`config.mk`:
```
export PLATFORM = sky130hd
export DESIGN_NAME = fetch_unit
export DESIGN_NICKNAME = d
export VERILOG_FILES = /design/src/rtl/fetch_pkg.sv /design/src/rtl/fetch_queue.sv /design/src/rtl/fetch_unit.sv
export SDC_FILE = /design/constraint.sdc
export NUM_CORES = 1
export LEC_CHECK = 0
export BUFFER_PORTS_ARGS = -buffer_cell sky130_fd_sc_hd__clkbuf_2
export CAP_MARGIN = 20
export CORE_AREA = 2 2 144 146
export DETAILED_ROUTE_END_ITERATION = 10
export DIE_AREA = 0 0 146 148
export PLACE_DENSITY = 0.72
export SYNTH_ARGS = -nofsm -noshare
export SYNTH_HDL_FRONTEND = slang
export SYNTH_HIERARCHICAL = 1
export SYNTH_SLANG_ARGS = --single-unit
```
`constraint.sdc`:
```
create_clock -name CLK -period 13.05 [get_ports CLK]
set_clock_uncertainty 0.15 [all_clocks]
set_input_delay 3.2625 -clock CLK [delete_from_list [all_inputs] [get_ports CLK]]
set_output_delay 3.2625 -clock CLK [all_outputs]
set_load 0.01 [all_outputs]
```
`src/rtl/fetch_pkg.sv`:
```
// Shared constants and the prefetch entry type for the instruction-fetch stage.
package fetch_pkg;
    localparam int              ADDR_W   = 32;
    localparam logic [31:0]     RESET_PC = 32'h0000_0000;
    localparam int              PC_STEP  = 4;

    typedef struct packed {
        logic [ADDR_W-1:0] pc;
        logic [31:0]       instr;
    } fetch_entry_t;
endpackage

```
`src/rtl/fetch_queue.sv`:
```
// Small prefetch FIFO of fetch entries; flush empties it in one cycle and wins over push/pop.
module fetch_queue
    import fetch_pkg::*;
#(
    parameter int DEPTH = 2
) (
    input  logic         clk,
    input  logic         rst_n,
    input  logic         flush,
    input  logic         push,
    input  logic         pop,
    input  fetch_entry_t wr_entry,
    output fetch_entry_t head,
    output logic         full,
    output logic         empty
);
    localparam int PW = (DEPTH > 1) ? $clog2(DEPTH) : 1;
    localparam logic [PW:0] DEPTH_C = DEPTH[PW:0];

    fetch_entry_t    mem_reg [DEPTH];
    logic [PW-1:0]   wr_ptr_reg;
    logic [PW-1:0]   rd_ptr_reg;
    logic [PW:0]     count_reg;

    assign full  = (count_reg == DEPTH_C);
    assign empty = (count_reg == '0);
    // Head is driven straight from storage so decode never sees a path from its own ready.
    assign head  = empty ? '0 : mem_reg[rd_ptr_reg];

    always_ff @(posedge clk) begin
        if (push && !flush) begin
            mem_reg[wr_ptr_reg] <= wr_entry;
        end
    end

    always_ff @(posedge clk) begin
        if (!rst_n || flush) begin
            wr_ptr_reg <= '0;
            rd_ptr_reg <= '0;
            count_reg  <= '0;
        end else begin
            if (push) begin
                wr_ptr_reg <= wr_ptr_reg + PW'(1);
            end
            if (pop) begin
                rd_ptr_reg <= rd_ptr_reg + PW'(1);
            end
            if (push && !pop) begin
                count_reg <= count_reg + 1'b1;
            end else if (pop && !push) begin
                count_reg <= count_reg - 1'b1;
            end
        end
    end
endmodule

```
`src/rtl/fetch_unit.sv`:
```
// Instruction fetch: PC sequencing, redirects and a prefetch queue toward decode.
// Optional performance counters are built when FETCH_PERF_CNT_EN is defined.
module fetch_unit
    import fetch_pkg::*;
#(
    parameter int QDEPTH = 2
) (
    input  logic              CLK,
    input  logic              RSTn,
    output logic [ADDR_W-1:0] imem_addr,
    input  logic [31:0]       imem_rdata,
    input  logic              redirect_valid,
    input  logic [ADDR_W-1:0] redirect_pc,
    output logic              id_valid,
    input  logic              id_ready,
    output logic [31:0]       id_instr,
    output logic [ADDR_W-1:0] id_pc,
    output logic [ADDR_W-1:0] id_pc_plus4
`ifdef FETCH_PERF_CNT_EN
    ,
    output logic [31:0]       perf_fetched,
    output logic [31:0]       perf_stall
`endif
);
    logic [ADDR_W-1:0] fetch_pc_reg;
    fetch_entry_t      head;
    fetch_entry_t      wr_entry;
    logic              full;
    logic              empty;
    logic              push;
    logic              pop;
    logic              redirect_lsb_unused;

    assign redirect_lsb_unused = ^redirect_pc[1:0];

    assign imem_addr      = fetch_pc_reg;
    assign id_valid       = ~empty;
    assign pop            = id_valid & id_ready;
    assign push           = ~redirect_valid & (~full | pop);
    assign wr_entry.pc    = fetch_pc_reg;
    assign wr_entry.instr = imem_rdata;

    assign id_instr    = head.instr;
    assign id_pc       = head.pc;
    assign id_pc_plus4 = empty ? '0 : head.pc + ADDR_W'(PC_STEP);

    always_ff @(posedge CLK) begin
        if (!RSTn) begin
            fetch_pc_reg <= RESET_PC;
        end else if (redirect_valid) begin
            fetch_pc_reg <= {redirect_pc[ADDR_W-1:2], 2'b00};
        end else if (push) begin
            fetch_pc_reg <= fetch_pc_reg + ADDR_W'(PC_STEP);
        end
    end

    fetch_queue #(
        .DEPTH (QDEPTH)
    ) u_queue (
        .clk      (CLK),
        .rst_n    (RSTn),
        .flush    (redirect_valid),
        .push     (push),
        .pop      (pop),
        .wr_entry (wr_entry),
        .head     (head),
        .full     (full),
        .empty    (empty)
    );

`ifdef FETCH_PERF_CNT_EN
    logic [31:0] perf_fetched_reg;
    logic [31:0] perf_stall_reg;

    assign perf_fetched = perf_fetched_reg;
    assign perf_stall   = perf_stall_reg;

    // Both counters stick at all-ones rather than wrapping.
    always_ff @(posedge CLK) begin
        if (!RSTn) begin
            perf_fetched_reg <= '0;
            perf_stall_reg   <= '0;
        end else begin
            if (push && (perf_fetched_reg != 32'hFFFF_FFFF)) begin
                perf_fetched_reg <= perf_fetched_reg + 32'd1;
            end
            if (full && !pop && !redirect_valid && (perf_stall_reg != 32'hFFFF_FFFF)) begin
                perf_stall_reg <= perf_stall_reg + 32'd1;
            end
        end
    end
`endif
endmodule

```
==> results of run 1 <==
## per-stage QoR
| step | area, um^2 | instances | hold WS (ps) | setup WS, ps | total power [mW] |
|---|---|---|---|---|---|
| floorplan | 7730 | 666 | 317 | 3640 | 0.701 |
| global placement | 8840 | 1094 | 352 | 5820 | 0.755 |
| detailed placement | 8840 | 1094 | 363 | 5780 | 0.759 |
| CTS | 9440 | 1126 | 381 | 5320 | 1.25 |
| global route | 9440 | 1126 | 404 | 4950 | 1.29 |
| finish | 9440 | 1126 | 383 | 5400 | 1.24 |
## layout make-up
class                      count  share of cell area, %
sequential                   163                   48.2
multi-input combinational    444                   30.5
timing repair buffer         197                   10.6
clock buffer                  21                   4.98
tap                          270                   3.58
clock inverter                11                   1.36
inverter                      20                  0.795
## cells by family after synthesis
kind of cell	count (synthesis)
AOI/OAI and AO/OA	115
xor gates and xnor gates	23
adders and majority gates	3
buffers and inverters	59
DFF	163
muxes	69
other	1
and+or+nand+nor	228
## cell usage in the layout, fill, tap and decap left out, drive strengths merged, types with 5 or more instances in the layout
cell type  instances
a2111oi            6
a211oi             9
a21oi             29
a31oi             10
and3               9
and4               7
buf                5
clkbuf           213
clkinv             8
conb               6
dfxtp             35
edfxtp           128
inv               19
mux2               5
mux2i             64
nand2             24
nand3             19
nand4             15
nor2              95
nor2b              9
nor3               7
nor4              10
o21ai             32
o31ai             12
or3               13
or4               13
xnor2             14
xor2               9
## worst reg2reg max path, delay by kind of cell, from the launching register on
kind                   cells  cell delay, ps
flip-flops                 1             430
buffers and inverters      1             550
AO/OA/AOI/OAI              1             490
AND/OR/NAND/NOR            3            1580
## power by group through the flow
stage | clock network, mW | logic, mW | registers [mW]
4_1_cts | 0.504 | 0.142 | 0.607
3_3_place_gp | 0 | 0.139 | 0.616
5_1_grt | 0.520 | 0.156 | 0.610
3_5_place_dp | 0 | 0.142 | 0.618
6_report | 0.494 | 0.141 | 0.607
2_1_floorplan | 0 | 0.0881 | 0.613
## worst paths after layout
| kind | endpoint | cells past startpoint | slack, ps | start |
|---|---|---|---|---|
| worst max-delay path | id_pc_plus4[26] | 9 | 5400 | flop |
| worst max register to register | u_queue/mem_reg[1][12]$_DFFE_PP_ | 5 | 9480 | u_queue/count_reg[0]$_SDFFE_PP0P_ |
| worst min-delay path | u_queue/rd_ptr_reg$_SDFFE_PP0P_ | 2 | 380 | u_queue/rd_ptr_reg$_SDFFE_PP0P_ |
| worst min register to register | u_queue/rd_ptr_reg$_SDFFE_PP0P_ | 2 | 380 | u_queue/rd_ptr_reg$_SDFFE_PP0P_ |
## layer usage
metal  share of wire, %  up-vias  routed length [um]  GRT usage (%)
met5                  0        -                   0              0
met4                1.9        0                 364           6.12
met3                5.8       31                1100           4.26
met2                 49      192                9180           28.6
met1                 44     2787                8250           22.8
li1                   -     2842                   -              -
## Yosys cell counts (all sizes together), types with 9 or more instances
cell    number  area (um^2)
a211oi       9         67.6
dfxtp       35          701
o21ai       32          160
nand3       19          100
xor2         9         78.8
edfxtp     128         3840
nor2        95          357
buf         22          180
and3         9         56.3
or4         13         98.9
nand4       15          100
or3         13         82.6
clkbuf      17         63.8
nand2       24         90.1
mux2i       64          641
a31oi       10         62.6
a21oi       29          145
nor4        10         62.6
o31ai       12         90.1
nor2b        9         56.3
inv         19         71.3
xnor2       14          123
==> impl_metrics.toml, run 1 <==
[floorplanning]
die_h_um = 148
coreArea_um2 = 20000
die_x_um = 146
row_count = 52
io_pins = 197
fp.dieArea_um2 = 21600
start_util_pct = 38.5

[synthesis]
avgSynthCellArea_um2 = 11.7
async_flop_share_pct = 0
synth_compound_area_share_pct = 9.88
ys_ff_latch = 163
synth-main-ff-cell = "edfxtp_1"
synthMuxAreaShare_pct = 9.03
ys_warn_count = 6
synth_fa_ha_area_share_pct = 0.487
synthSimpleGateAreaFrac_pct = 14.9
synth_top_family_by_area = "simple AND/OR/NAND/NOR gates"
yosysSeqAreaShare_pct = 58.9
synth_edf_count = 128
synth_cell_types = 54
synth-xor-area-share_pct = 2.61
syn_area_um2 = 7710
postSynthCellCount = 661

[pwr]
netSwitchingFraction_pct = 24.8
intPower_mw = 0.934
power_leakage_nw = 3.38
cellPowerDensity_nw_per_um2 = 132
netSwitchingPower_mw = 0.308
power.share.clock_pct = 39.8
combPwrFrac_pct = 11.3
ir_drop_mv = 0.0974
seqPwrFrac_pct = 48.9

[critical_path]
critPathTopFamily = "simple AND/OR/NAND/NOR gates"
arrival_ps = 4240
crit_chain = "buf_4 > mux2i_1 > nor2_1 > ha_1 > and2_1 > nand4_1 > nor4_1 > mux2_2 > clkbuf_2"
required_ps = 9640
cp_num_buf_inv = 2
crit_fanout = 33
worstSetupEndpointType = "output port"
criticalPathCategory = "reg -> out"
crit_slowest_cell = "dfxtp_4"
slowest_delay_ps = 730
critPathLaunchType = "flop"

[cts]
clk_pin_slew_ps = 70
h-tree-depth = 4
clock_sinks = 163
cts_resized = 0
clockBufferDepth = 2
cts_tree = "built"
numCtsBuffers = 17
clock-root-buffer = "clkbuf_16"
clock_latency_ps = 430
cts_hold_buf = 0
post_cts_buffers = 0

[global_routing]
grt_max_degree = 70
grt_use_total_pct = 17.5
grt_pass1_wl_um = 29500
antenna_found_initial = 0
overflow = 0
first_global_vias = 5550

[cells_and_area]
drive_above_1_share_pct = 29.1
finalNetCount = 914
area.sequential_um2 = 4550
largest_reg_flops = 128
area_delta_synth_final_pct = 22.4
fillCellCount = 1865
multiInputGateArea_um2 = 2880
final_util_pct = 47.1
antennaDiodeCount = 0

[sta]
fmax_mhz = 131
tightest_slew_ps = 894
finalSetupViolCount = 0
hold_viol = 0
drv_slew = 0
slew_headroom_pct = 40.3
fin_crit_sh_pct = 58.6
tns_ps = 0
rsz0062_at_grt = "false"
period_minus_slack_ps = 7650

[job]
maxCapViolations = 0

[run_status]
status = "complete, no violations"

[place]
io_buffers = 192
hpwl_um = 12800
gp_congestion = 0.800

[routing]
drtPass1Iterations = 5
vias = 5852
first_iter_violations = 466
antenna_left = 0
routedWlPerCell_um = 16.8
remaining_drc_errors = 0
vias_per_cell = 5.20
drt-total-wl_um = 18900

[hold_path]
hp-class = "reg -> reg"
No activity file was read; power rests on OpenSTA's default activity.
==> inputs of run 2 (changes only) <==
--- a/config.mk
+++ b/config.mk
@@ -10,7 +10,7 @@
 export CORE_AREA = 2 2 144 146
 export DETAILED_ROUTE_END_ITERATION = 10
 export DIE_AREA = 0 0 146 148
-export PLACE_DENSITY = 0.72
+export PLACE_DENSITY = 0.74
 export SYNTH_ARGS = -nofsm -noshare
 export SYNTH_HDL_FRONTEND = slang
 export SYNTH_HIERARCHICAL = 1
==> constraint.sdc (replaced) <==
create_clock -name CLK -period 6.8 [get_ports CLK]
set_clock_uncertainty 0.15 [all_clocks]
set_input_delay 1.7 -clock CLK [delete_from_list [all_inputs] [get_ports CLK]]
set_output_delay 1.7 -clock CLK [all_outputs]
set_load 0.01 [all_outputs]
==> impl_metrics.toml, run 2 (synthesis results as in run 1) <==
[floorplanning]
fp.dieArea_um2 = 21600
start_util_pct = 38.5
coreArea_um2 = 20000
die_x_um = 146
io_pins = 197
die_h_um = 148
row_count = 52

[cells_and_area]
stdcell_count = 1127
antennaDiodeCount = 0
multiInputGateArea_um2 = 2890
finalNetCount = 915
stdcell_area_um2 = 9470
largest_reg_flops = 128
fillCellCount = 1850
mostFrequentLayoutCell = "clkbuf_2"
area.sequential_um2 = 4550
area_delta_synth_final_pct = 22.8
final_util_pct = 47.3
drive_above_1_share_pct = 28.8
layout_common_cells = "clkbuf_2 (192), edfxtp_1 (128), nor2_1 (94), mux2i_1 (64), dfxtp_1 (34)"

[cts]
cts_resized = 0
numCtsBuffers = 17
cts_tree = "built"
clockBufferDepth = 2
cts_hold_buf = 0
clock_latency_ps = 420
post_cts_buffers = 0
clock-root-buffer = "clkbuf_16"
clock_sinks = 163
clk_pin_slew_ps = 60
h-tree-depth = 4

[global_routing]
grt_max_degree = 65
first_global_vias = 5507
grt_pass1_wl_um = 29200
antenna_found_initial = 0
overflow = 0
grt_use_total_pct = 17.3

[sta]
rsz0062_at_grt = "false"
period_minus_slack_ps = 5440
tns_ps = 0
slew_headroom_pct = 40.3
whs_ps = 382
fmax_mhz = 184
hold_viol = 0
drv_slew = 0
tightest_slew_ps = 895
setup_ws_ps = 1360
finalSetupViolCount = 0
fin_crit_sh_pct = 80.1

[critical_path]
reg2reg_from = "u_queue/count_reg[0]$_SDFFE_PP0P_"
criticalPathCategory = "reg -> out"
critPathLaunchType = "flop"
crit_fanout = 42
required_ps = 4950
arrival_ps = 3590
cp-startpoint = "u_queue/count_reg[0]$_SDFFE_PP0P_"
worstSetupEndpointType = "output port"

[place]
hpwl_um = 13100
gp_congestion = 0.870
dp_cells = 1095
pre_cts_slack_ps = 1770
io_buffers = 192
placed_cell_area_um2 = 8860

[job]
maxCapViolations = 0

[routing]
remaining_drc_errors = 0
first_iter_violations = 318
vias_per_cell = 5.18
drt-total-wl_um = 18700
vias = 5842
routedWlPerCell_um = 16.6
antenna_left = 0
drtPass1Iterations = 7

[pwr]
power.share.clock_pct = 40.8
cellPowerDensity_nw_per_um2 = 256
netSwitchingPower_mw = 0.587
power_leakage_nw = 3.39
ir_drop_mv = 0.184
seqPwrFrac_pct = 48.0
intPower_mw = 1.83
finalPower_mw = 2.42
netSwitchingFraction_pct = 24.3
combPwrFrac_pct = 11.2

[run_status]
status = "complete, no violations"

[hold_path]
hp-class = "reg -> reg"
hp-start = "u_queue/rd_ptr_reg$_SDFFE_PP0P_"
## run 2: changes by cell type in the layout (fill, tap and decap cells not counted)
cell and change:
clkinv_4 -4, clkbuf_8 -3, clkinv_1 +3, bufinv_16 +2
inv_6 +2, buf_4 +1, clkinv_2 -1, clkinvlp_4 +1
nor3b_2 -1, nor3b_4 +1
## run 2: path summary, 6_finish.rpt
| kind | end | slack [ps] | cells past startpoint |
|---|---|---|---|
| worst max-delay path | id_pc_plus4[26] | 1360 | 9 |
| worst min-delay path | flop | 380 | 2 |
| worst max register to register | u_queue/mem_reg[1][13]$_DFFE_PP_ | 2990 | 6 |
| worst min register to register | flop | 380 | 2 |
## run 2: final cells by class
class / count / area share (%)
flip-flops and latches: 163 / 48.0
multi-input cells: 444 / 30.5
repair buffers: 198 / 10.6
clock buffers: 18 / 4.53
well taps: 270 / 3.57
clock inverters: 14 / 1.96
inverters: 20 / 0.793
## run 2: per-layer routing
layer	GRT usage (%)	vias to the layer above	part of all wire (%)	wire, um
met5	0	-	0	0
met4	8.40	0	3.5	657
met3	3.92	39	5.6	1060
met2	28.8	165	50	9310
met1	21.5	2790	41	7730
li1	-	2848	-	-
## run 2: power groups by stage
| stage | logic (mW) | registers (mW) | clock network, mW |
|---|---|---|---|
| floorplan | 0.169 | 1.17 | 0 |
| global placement | 0.268 | 1.18 | 0 |
| detailed placement | 0.273 | 1.18 | 0 |
| CTS | 0.274 | 1.16 | 1.00 |
| global route | 0.301 | 1.17 | 1.05 |
| finish | 0.271 | 1.16 | 0.988 |
## run 2: critical path, cell delays in order (launching register included)
cell and delay [ps]:
dfxtp_1 450, nor2_4 180, buf_4 300, nor2_1 340, ha_1 290, and2_1 180, nand4_1 420, nor4_1 500
mux2_2 380, clkbuf_2 130
